**src/rtl/axi_stream_strip_header.sv**
```systemverilog
// Strips a 1..DATA_BYTE_WD byte header from the front of each AXI Stream packet,
// emits it on a side channel and re-packs the remaining payload into full beats.
module axi_stream_strip_header #(
  parameter int unsigned DATA_WD      = 32,
  parameter int unsigned DATA_BYTE_WD = DATA_WD / 8,
  parameter int unsigned BYTE_CNT_WD  = $clog2(DATA_BYTE_WD)
) (
  input  logic                    clk,
  input  logic                    rst_n,
  input  logic                    valid_in,
  input  logic [DATA_WD-1:0]      data_in,
  input  logic [DATA_BYTE_WD-1:0] keep_in,
  input  logic                    last_in,
  output logic                    ready_in,
  output logic                    valid_out,
  output logic [DATA_WD-1:0]      data_out,
  output logic [DATA_BYTE_WD-1:0] keep_out,
  output logic                    last_out,
  input  logic                    ready_out,
  input  logic                    valid_strip,
  input  logic [BYTE_CNT_WD-1:0]  byte_strip_cnt,
  output logic                    ready_strip,
  output logic                    valid_hdr,
  output logic [DATA_WD-1:0]      data_hdr,
  output logic [DATA_BYTE_WD-1:0] keep_hdr,
  input  logic                    ready_hdr,
  output logic                    err_short
);

  localparam int unsigned CNT_WD = BYTE_CNT_WD + 1;

  typedef enum logic [1:0] {IDLE, HDR, BODY, FLUSH} state_t;

  state_t                  state_q, state_d;
  logic [CNT_WD-1:0]       s_q, s_d;
  logic [CNT_WD-1:0]       resid_cnt_q, resid_cnt_d;
  logic [DATA_WD-1:0]      resid_q, resid_d;

  logic                    valid_out_d, last_out_d;
  logic [DATA_WD-1:0]      data_out_d;
  logic [DATA_BYTE_WD-1:0] keep_out_d;
  logic                    valid_hdr_d;
  logic [DATA_WD-1:0]      data_hdr_d;
  logic [DATA_BYTE_WD-1:0] keep_hdr_d;
  logic                    err_short_d;
  logic                    ready_strip_d;

  logic                    in_hs;
  logic [CNT_WD-1:0]       k_in;
  logic [DATA_WD-1:0]      data_m;
  logic [DATA_WD-1:0]      resid_new;
  logic [DATA_WD-1:0]      data_low;
  logic [31:0]             hi_sh, lo_sh;

  // Mask with the top n byte lanes set; n may equal DATA_BYTE_WD.
  function automatic logic [DATA_BYTE_WD-1:0] top_mask(input logic [CNT_WD-1:0] n);
    return ~({DATA_BYTE_WD{1'b1}} >> n);
  endfunction

  function automatic logic [DATA_WD-1:0] expand(input logic [DATA_BYTE_WD-1:0] m);
    logic [DATA_WD-1:0] r;
    r = '0;
    for (int i = 0; i < int'(DATA_BYTE_WD); i++) r[i*8 +: 8] = {8{m[i]}};
    return r;
  endfunction

  function automatic logic [CNT_WD-1:0] popcount(input logic [DATA_BYTE_WD-1:0] m);
    logic [CNT_WD-1:0] c;
    c = '0;
    for (int i = 0; i < int'(DATA_BYTE_WD); i++) c = c + CNT_WD'(m[i]);
    return c;
  endfunction

  // Byte-lane alignment helpers: header occupies the top S lanes of the first beat.
  assign data_m    = data_in & expand(keep_in);
  assign k_in      = popcount(keep_in);
  assign hi_sh     = (DATA_BYTE_WD - 32'(s_q)) * 8;
  assign lo_sh     = 32'(s_q) * 8;
  assign data_low  = data_m >> hi_sh;
  assign resid_new = data_m << lo_sh;

  always_comb begin
    unique case (state_q)
      HDR:     ready_in = ~valid_hdr | ready_hdr;
      BODY:    ready_in = ~valid_out | ready_out;
      default: ready_in = 1'b0;
    endcase
  end

  assign in_hs = valid_in & ready_in;

  always_ff @(posedge clk or negedge rst_n) begin
    if (!rst_n) state_q <= IDLE;
    else        state_q <= state_d;
  end

  // Next-state and next-register values.
  always_comb begin
    state_d     = state_q;
    s_d         = s_q;
    resid_d     = resid_q;
    resid_cnt_d = resid_cnt_q;
    valid_out_d = valid_out & ~ready_out;
    data_out_d  = data_out;
    keep_out_d  = keep_out;
    last_out_d  = last_out;
    valid_hdr_d = valid_hdr & ~ready_hdr;
    data_hdr_d  = data_hdr;
    keep_hdr_d  = keep_hdr;
    err_short_d = 1'b0;

    unique case (state_q)
      IDLE: begin
        if (valid_strip) begin
          s_d     = CNT_WD'(byte_strip_cnt) + CNT_WD'(1);
          state_d = HDR;
        end
      end
      HDR: begin
        if (in_hs) begin
          valid_hdr_d = 1'b1;
          data_hdr_d  = data_m & expand(top_mask(s_q));
          keep_hdr_d  = top_mask(s_q) & keep_in;
          resid_d     = resid_new;
          resid_cnt_d = (k_in > s_q) ? k_in - s_q : '0;
          err_short_d = (k_in < s_q);
          if (!last_in)         state_d = BODY;
          else if (k_in > s_q)  state_d = FLUSH;
          else                  state_d = IDLE;
        end
      end
      BODY: begin
        if (in_hs) begin
          valid_out_d = 1'b1;
          data_out_d  = resid_q | data_low;
          resid_d     = resid_new;
          keep_out_d  = '1;
          last_out_d  = 1'b0;
          if (last_in) begin
            if (k_in <= s_q) begin
              keep_out_d = top_mask(CNT_WD'(DATA_BYTE_WD) - s_q + k_in);
              last_out_d = 1'b1;
              state_d    = IDLE;
            end else begin
              resid_cnt_d = k_in - s_q;
              state_d     = FLUSH;
            end
          end
        end
      end
      FLUSH: begin
        if (!valid_out || ready_out) begin
          valid_out_d = 1'b1;
          data_out_d  = resid_q;
          keep_out_d  = top_mask(resid_cnt_q);
          last_out_d  = 1'b1;
          state_d     = IDLE;
        end
      end
      default: state_d = IDLE;
    endcase

    ready_strip_d = (state_d == IDLE);
  end

  always_ff @(posedge clk or negedge rst_n) begin
    if (!rst_n) begin
      s_q         <= CNT_WD'(1);
      resid_q     <= '0;
      resid_cnt_q <= '0;
      valid_out   <= 1'b0;
      data_out    <= '0;
      keep_out    <= '0;
      last_out    <= 1'b0;
      valid_hdr   <= 1'b0;
      data_hdr    <= '0;
      keep_hdr    <= '0;
      err_short   <= 1'b0;
      ready_strip <= 1'b1;
    end else begin
      s_q         <= s_d;
      resid_q     <= resid_d;
      resid_cnt_q <= resid_cnt_d;
      valid_out   <= valid_out_d;
      data_out    <= data_out_d;
      keep_out    <= keep_out_d;
      last_out    <= last_out_d;
      valid_hdr   <= valid_hdr_d;
      data_hdr    <= data_hdr_d;
      keep_hdr    <= keep_hdr_d;
      err_short   <= err_short_d;
      ready_strip <= ready_strip_d;
    end
  end

endmodule
```
**config.mk**
```make
export PLATFORM = sky130hd
export DESIGN_NAME = axi_stream_strip_header
export DESIGN_NICKNAME = d
export VERILOG_FILES = /design/src/rtl/axi_stream_strip_header.sv
export SDC_FILE = /design/constraint.sdc
export NUM_CORES = 1
export LEC_CHECK = 0
export BUFFER_PORTS_ARGS = -buffer_cell sky130_fd_sc_hd__buf_2
export CAP_MARGIN = 20
export CORE_ASPECT_RATIO = 1.75
export CORE_MARGIN = 2
export CORE_UTILIZATION = 55
export CTS_BUF_LIST = sky130_fd_sc_hd__clkbuf_16
export DETAILED_ROUTE_END_ITERATION = 10
export GPL_TIMING_DRIVEN = 1
export PLACE_DENSITY = 0.83
export SETUP_SLACK_MARGIN = 0.5
export SLEW_MARGIN = 20
export SYNTH_ARGS = -nofsm -noshare
export SYNTH_HDL_FRONTEND = slang
export SYNTH_SLANG_ARGS = --single-unit
```
**constraint.sdc**
```tcl
create_clock -name clk -period 2.94 [get_ports clk]
set_input_delay 0.735 -clock clk [delete_from_list [all_inputs] [get_ports clk]]
set_output_delay 0.735 -clock clk [all_outputs]
set_load 0.05 [all_outputs]
```
; Yosys cells after proc, flatten, opt, wreduce, memory -nomap -nowiden
; Index checks and enable logic that the tools add are counted.
[op_classes]
shift = 5
reduce_logical = 12
muxes = 36
order_cmp = 3
n_bitwise = 16
n_eq_ne = 8
n_addsub = 8
[ops]
columns = op, n
row1 = $and 32x32->32, 2
row2 = $mux 32, 2
row3 = $pmux 32 s2, 1
row4 = $or 32x32->32, 1
row5 = $shl 32x6->32, 1
row6 = $shr 32x32->32, 1
row7 = $mux 2, 8
row8 = $mux 4, 4
row9 = $mux 3, 5
row10 = $not 4->4, 3
row11 = $shr 4x3->4 const A, 3
row12 = $mux 1, 10
row13 = $ne 2x2->1 const B, 5
row14 = $pmux 2 s4, 1
row15 = $pmux 4 s2, 1
row16 = $pmux 1 s2, 3
row17 = $pmux 3 s2, 1
row18 = $reduce_and 2->1, 3
row19 = $reduce_and 5->1, 1
row20 = $and 4x4->4, 1
row21 = $eq 2x2->1 const B, 2
row22 = $logic_not 2->1, 2
row23 = $not 1->1, 4
row24 = $reduce_bool 2->1, 2
row25 = other kinds (18), 21
[totals]
output_inout_bits = 78
ff_bits = 117

; Depth between registers and ports, before layout
; Gate-level depths: netlist of run 1.
[logic_depth]
depth_word = 10
depth_mapped = 14
ltp_nobuf = 12

; Worst setup path after synthesis of run 1
; No wires, ideal clock.
[synth_path]
kind = input to register
start = in keep_in[3]
end = reg ready_strip
n_path_buf = 2
path_slack_ps = -938
required_time_ps = 2879
arrival_ps = 3817
path_stages = 13
setup_time_ps = 61
path_cell_list = clkbuf_1 clkbuf_1 inv_1 fa_1 inv_1 ha_1 ha_1 ha_1 fa_1 o21ai_0 a41oi_1 o31ai_1 o211a_1
[synth_between]
elab_chain_len = 7
[synth_lines]
columns = item, line
row1 = from (decl), 12  ; input logic [DATA_BYTE_WD-1:0] keep_in,
row2 = $add 3x1->3 *, 70  ; for (int i = 0; i < int'(DATA_BYTE_WD); i++) c = c + CNT_WD'(m[i]);
row3 = $le 3x3->1 / $gt 3x3->1 (equally long branches), "140, 128"
row4 = $mux 2 (on tied branches), "140, 128"
row5 = $mux 2 (on tied branches), "139, 127"
row6 = $mux 2 (on tied branches), "133, 120"
row7 = $pmux 2 s4 *, 112  ; unique case (state_q)
row8 = $logic_not 2->1 *, 163  ; ready_strip_d = (state_d == IDLE);
row9 = net ready_strip_d, 46  ; logic ready_strip_d;
row10 = to (signal assigned), 192  ; ready_strip <= ready_strip_d;
row11 = to (decl), 22  ; output logic ready_strip,
; Mark *: on every way through the listed nets, which the timed path passes. The rest lies on a longest branch.
; A chain may end at the register's enable or synchronous reset.

; Final worst setup path of run 1
[layout_path]
start = in keep_in[3]
end = reg keep_out[2]
[layout_between]
elab_chain_len = 8
[layout_lines]
columns = item, line
row1 = $add 3x1->3 *, 70
row2 = $add 3x3->3, 141  ; keep_out_d = top_mask(CNT_WD'(DATA_BYTE_WD) - s_q + k_in);
row3 = $shr 4x3->4, 57  ; return ~({DATA_BYTE_WD{1'b1}} >> n);
row4 = $not 4->4, 57
row5 = $mux 4 *, 140  ; if (k_in <= s_q) begin
row6 = $mux 4 *, 139  ; if (last_in) begin
row7 = $mux 4 *, 133  ; if (in_hs) begin
row8 = $pmux 4 s2 *, 112
row9 = to (signal assigned), 186  ; keep_out <= keep_out_d;
row10 = to (decl), 17  ; output logic [DATA_BYTE_WD-1:0] keep_out,
; Every way passes the cells marked *; elsewhere a longest branch is shown, timed or not. The select of a mux whose other input is x is not followed.

==> flow_metrics.env, run 1 <==
export IMPL_die_w_um=83.1
export IMPL_syn_to_final_growth_pct=27.7
export IMPL_hp_class="input port to async pin"
export IMPL_cts_max_path_buffers=2
export IMPL_crit_path_end="keep_out[2]"
export IMPL_multi_input_area_mm2=0.00293
export IMPL_cts_max_level=4
export IMPL_slew_viol_final=0
export IMPL_grt_usage=0.343
export IMPL_grt_antenna_before_repair=0
export IMPL_yosysUniqueCellTypes=49
export IMPL_cts_tree="built"
export IMPL_finalNetCount=882
export IMPL_period_share=1.02
export IMPL_status="complete, but fails checks"
export IMPL_crit_path_end_kind="register"
export IMPL_netlist_instances=684
export IMPL_synth_seq_cells=117
export IMPL_layoutNonFillerInstCount=961
export IMPL_worstPathRequired_ns=3.23
export IMPL_drc=0
export IMPL_num_rows=50
export IMPL_io_pins=123
export IMPL_yosysSeqAreaShare=0.487
export IMPL_setup_viol=2
export IMPL_peakVddDrop_v=0.000982
export IMPL_netlist_area_leader_share=0.478
export IMPL_dieArea_mm2=0.0118
export IMPL_worst_pin_slew_ns=0.650
export IMPL_synth_async_reset_ratio=1.00
export IMPL_grt_pass1_wl_um=31200
export IMPL_grt_max_degree=118
export IMPL_numCtsBuffers=17
export IMPL_wire_per_inst_um=21.1
export IMPL_synth_nets=748
export IMPL_r2r_setup_slack_ns=0.47
export IMPL_rsz0062_at_grt="true"
export IMPL_violations="setup timing"
export IMPL_placed_cells=922
export IMPL_ys_warn_count=0
export IMPL_synthTopCellsByArea="dfrtp_1, nand2_1, o21ai_0"
export IMPL_detail_route_antenna_nets=0
export IMPL_fmax_mhz=334
export IMPL_drt_initial_drc_count=638
export IMPL_gp_congestion=0.917
export IMPL_hold_ws_ns=0.380
export IMPL_final_common_cell="buf_2"
export IMPL_grt_ovfl_total=0
export IMPL_hold_violations=0
export IMPL_cp_start_kind="input port"
export IMPL_min_period_ns=2.99
export IMPL_reg2reg_to="ready_strip"
export IMPL_yosysTopAreaCell="dfrtp_1"
export IMPL_grt_pass1_vias=6056
export IMPL_critPathKind="input port to register"
export IMPL_via_per_inst=6.25
export IMPL_wirelength_um=20200
export IMPL_maxSlewHeadroom=0.567
export IMPL_fp_coreArea_mm2=0.0107
export IMPL_layout_common_cells="buf_2, nand2_1, dfrtp_1"
export IMPL_fin_skew_ns=0.00840
export IMPL_crit_arrival_ns=3.28
export IMPL_register_area_mm2=0.00293
export IMPL_fp_dieH_um=142
export IMPL_fin_ws_ns=-0.0503
export IMPL_nFillCells=813
export IMPL_cts_sinks=117
export IMPL_dpl_hpwl_um=14400
export IMPL_synthFlopType="dfrtp_1"
export IMPL_antenna_cells=0
export IMPL_postCtsHoldBufs=0
export IMPL_r2r_cells=7
export IMPL_synth_edf_count=0
export IMPL_leakagePower_nw=3.65
export IMPL_p_per_area_mw_per_mm2=1430
export IMPL_maxCapViolCount=0
export IMPL_num_vias=6007
export IMPL_root_buffer="clkbuf_16"
export IMPL_drive_above_1_share=0.283
export IMPL_clk_latency_ns=0.41
export IMPL_netlist_area_mm2=0.00602
export IMPL_rr_startpoint="s_q[0]"
export IMPL_portBuffers=122
export IMPL_syn_area_per_cell_um2=8.80
export IMPL_startpoint="keep_in[3]"
export IMPL_path_clk_slew_ns=0.05
export IMPL_cp_max_fo=4
export IMPL_start_util=0.563
export IMPL_drt_pre_antenna_iters=5
power by group:
| group | total [mW] | switching [mW] | internal, mW | leakage [nW] |
|---|---|---|---|---|
| Clock | 2.03 | 0.725 | 1.31 | 0.287 |
| Sequential | 2.79 | 0.440 | 2.35 | 1.52 |
| Combinational | 6.20 | 4.39 | 1.80 | 1.85 |
| Total | 11.0 | 5.56 | 5.46 | 3.65 |
layout make-up:
class / count / area share
tap: 130 / 0.0211
multi-input combinational: 491 / 0.381
timing repair buffer: 163 / 0.127
inverter: 28 / 0.0150
clock inverter: 15 / 0.0194
clock buffer: 17 / 0.0553
sequential: 117 / 0.381
per-stage QoR:
stage | util | TNS [ns] | instance area, um2 | setup WS, ns | power (mW)
detailed placement | 0.647 | -3.82 | 6920 | -0.501 | 8.59
finish | 0.719 | -0.0803 | 7690 | -0.0503 | 11.0
global placement | 0.647 | -3.22 | 6920 | -0.446 | 8.43
global route | 0.719 | -0.400 | 7690 | -0.134 | 11.6
floorplan | - | -2.49 | 6090 | -0.398 | 6.87
CTS | 0.710 | 0 | 7600 | 0.0406 | 10.8
per-layer routing:
layer,up-vias,global-route usage,share of wire
met4,0,0.265,0.090
li1,2674,-,-
met3,122,0.0719,0.060
met5,-,0,0
met1,2836,0.353,0.33
met2,375,0.604,0.52
synth_stat cells, drive strengths merged (3+ instances only):
cell type and number:
nor2b 7, fa 3, o31ai 28, a21oi 49
a31oi 15, a22oi 12, nor2 73, ha 16
buf 7, nand4 3, o22ai 4, nand3 27
nand2 118, a221oi 6, a21o 5, clkbuf 41
inv 28, nor3 10, a211oi 6, o2bb2ai 3
o211ai 6, mux2 5, dfrtp 115, a2bb2oi 5
o21ai 64
worst min-delay path by stage:
stage / end / slack, ns / depth (start not counted)
4_1_cts: last_out / 0.44 / 2
3_5_place_dp: resid_q[18] / 0.47 / 2
3_3_place_gp: resid_q[20] / 0.46 / 2
5_1_grt: last_out / 0.44 / 2
2_1_floorplan: data_hdr[0] / 0.44 / 0
6_report: last_out / 0.38 / 2
flip-flops by register name (all words and copies together), names as in the netlist, 2 cells and up:
signal	cells
state_q	2
data_out	32
resid_q	32
keep_out	4
s_q	3
data_hdr	32
resid_cnt_q	3
keep_hdr	4
logic make-up after synthesis:
family	count (synthesis)	synth area share
AND/OR/NAND/NOR	250	0.178
AO/OA/AOI/OAI	213	0.223
flip-flops	117	0.487
buffers and inverters	76	0.0495
adder cells (fa/ha/maj)	19	0.0432
multiplexers	7	0.0168
XOR/XNOR	2	0.00291
critical path, cell delays in order:
cell,delay [ns]
buf_8,0.08
inv_4,0.03
fa_1,0.52
inv_1,0.04
ha_2,0.18
ha_4,0.23
ha_4,0.16
fa_2,0.53
xor2_1,0.16
nand4_1,0.24
o21ai_1,0.25
a21oi_2,0.10
what timing repair did:
action	in CTS	in global routing
resized for setup	21	17
setup buffers	3	4
pin swaps	13	8
endpoints found under the setup margin	46	45
No activity file was read; power rests on OpenSTA's default activity.
==> run 2: changes to the inputs <==
--- a/config.mk
+++ b/config.mk
@@ -19,3 +19,4 @@
 export SYNTH_ARGS = -nofsm -noshare
 export SYNTH_HDL_FRONTEND = slang
 export SYNTH_SLANG_ARGS = --single-unit
+export TNS_END_PERCENT = 20
==> constraint.sdc (replaced) <==
create_clock -name clk -period 3.4 [get_ports clk]
set_input_delay 0.85 -clock clk [delete_from_list [all_inputs] [get_ports clk]]
set_output_delay 0.85 -clock clk [all_outputs]
set_load 0.05 [all_outputs]
==> run 2 against run 1 <==
  * The run now ends clean
  * Core utilization down 1.8 points
  * Design area is 2.5% lower
  * Die area stayed put
  * Highest routed layer unchanged
  * Critical path depth did not move
  * Largest power group unchanged
  * Sequential power fell by 14%
  * Routed wire length fell by 2.5%
  * Non-clock buffer count decreased by 6
  * Combinational power fell by 18%
  * Clock power shrank 17%
  * Global-route usage down 0.50 points
  * Setup slack improved by 0.44 ns
  * Count of clock-buffer cells in the layout unchanged
==> flow_metrics.env, run 2 (synthesis gave the netlist of run 1 again) <==
export IMPL_p_per_area_mw_per_mm2=1220
export IMPL_place_ws_ns=-0.202
export IMPL_hold_violations=0
export IMPL_num_vias=5913
export IMPL_period_share=0.887
export IMPL_grt_pass1_wl_um=30900
export IMPL_path_clk_slew_ns=0.05
export IMPL_p_sw_frac=0.508
export IMPL_finalCoreUtilization=0.701
export IMPL_numCtsBuffers=17
export IMPL_drc=0
export IMPL_min_period_ns=3.01
export IMPL_cp_max_fo=4
export IMPL_setup_viol=0
export IMPL_status="complete, no violations"
export IMPL_drt_pre_antenna_iters=5
export IMPL_cts_max_path_buffers=2
export IMPL_fin_skew_ns=0.00619
export IMPL_finalNetCount=876
export IMPL_dieArea_mm2=0.0118
export IMPL_crit_path_end_kind="register"
export IMPL_slew_viol_final=0
export IMPL_dpl_hpwl_um=14300
export IMPL_detail_route_antenna_nets=0
export IMPL_peakVddDrop_v=0.000789
export IMPL_grt_pass1_vias=6026
export IMPL_fin_ws_ns=0.386
export IMPL_rsz0062_at_grt="true"
export IMPL_grt_max_degree=65
export IMPL_maxCapViolCount=0
export IMPL_reg_top3="data_hdr (32), data_out (32), resid_q (32)"
export IMPL_postCtsHoldBufs=0
export IMPL_p_int_mw=4.49
export IMPL_start_util=0.563
export IMPL_leakagePower_nw=3.59
export IMPL_fmax_mhz=332
export IMPL_pwr_share_seq=0.261
export IMPL_place_area_mm2=0.00688
export IMPL_critPathKind="input port to register"
export IMPL_crit_arrival_ns=3.26
export IMPL_p_switching_mw=4.65
export IMPL_setup_tns_ns=0
export IMPL_r2r_setup_slack_ns=0.66
export IMPL_p_comb_frac=0.555
export IMPL_portBuffers=122
export IMPL_final_common_cell="buf_2"
export IMPL_drt_initial_drc_count=443
export IMPL_via_per_inst=6.20
export IMPL_p_total_mw=9.14
export IMPL_grt_ovfl_total=0
export IMPL_wirelength_um=19700
export IMPL_grt_antenna_before_repair=0
export IMPL_cts_max_level=4
export IMPL_fp_dieH_um=142
export IMPL_clk_latency_ns=0.41
export IMPL_worst_pin_slew_ns=0.836
export IMPL_drive_above_1_share=0.257
export IMPL_antenna_cells=0
export IMPL_cts_sinks=117
export IMPL_cp_start_kind="input port"
export IMPL_root_buffer="clkbuf_16"
export IMPL_fin_area_mm2=0.00750
export IMPL_die_w_um=83.1
export IMPL_clkPwrFrac=0.184
export IMPL_r2r_cells=7
export IMPL_worstPathRequired_ns=3.65
export IMPL_wire_per_inst_um=20.7
export IMPL_fp_coreArea_mm2=0.0107
export IMPL_layout_common_cells="buf_2, nand2_1, dfrtp_1"
export IMPL_syn_to_final_growth_pct=24.5
export IMPL_hp_class="input port to async pin"
export IMPL_cts_tree="built"
export IMPL_io_pins=123
export IMPL_grt_usage=0.338
export IMPL_gp_congestion=0.953
export IMPL_num_rows=50
export IMPL_maxSlewHeadroom=0.442
==> run 2: final timing paths <==
check                             start            to
max in group asynchronous         rst_n   data_out[9]
min in group clk           data_hdr[17]  data_hdr[17]
setup / recovery             keep_in[3]   keep_out[2]
hold / removal                    rst_n   data_out[1]
setup reg to reg             state_q[0]  data_hdr[25]
hold reg to reg            data_hdr[17]  data_hdr[17]
==> run 2: layer usage <==
layer,wire length [um],vias to the layer above,share of wire,track usage
met5,0,-,0,0
met4,1590,0,0.081,0.236
met3,1270,104,0.064,0.0574
met2,10200,326,0.52,0.603
met1,6690,2820,0.34,0.361
li1,-,2663,-,-
==> run 2: final cells by class <==
cell class	count	area, um2
clock inverter	14	124
timing repair buffer	157	905
clock buffer	17	425
tap	130	163
fill	843	3200
multi-input combinational	491	2840
inverter	28	108
sequential	117	2930
==> run 2: power groups by stage <==
stage                     clock (mW)  sequential [mW]  combinational [mW]
after floorplan                    0             3.82                2.12
after global placement             0             2.37                4.89
after detailed placement           0             2.39                5.00
after CTS                       1.68             2.38                5.04
after global routing            1.74             2.45                5.42
final                           1.68             2.39                5.07
==> run 2: through the flow <==
step / instances / hold slack [ns]
CTS: 953 / 0.312
floorplan: 684 / 0.445
detailed placement: 919 / 0.461
global placement: 919 / 0.458
global route: 954 / 0.323
finish: 954 / 0.309
==> run 2: critical path, cell delays in order <==
cell     delay [ns]
buf_8          0.08
inv_4          0.03
fa_1           0.56
inv_2          0.06
ha_4           0.16
ha_4           0.22
ha_4           0.16
fa_2           0.52
xor2_1         0.15
nand4_1        0.18
o21ai_1        0.20
a21oi_1        0.10
==> run 2: timing repair <==
item                       CTS  global route
gates resized for setup      7             3
buffers inserted             3             1
pin swaps                    9             3
setup endpoints to repair   10            11
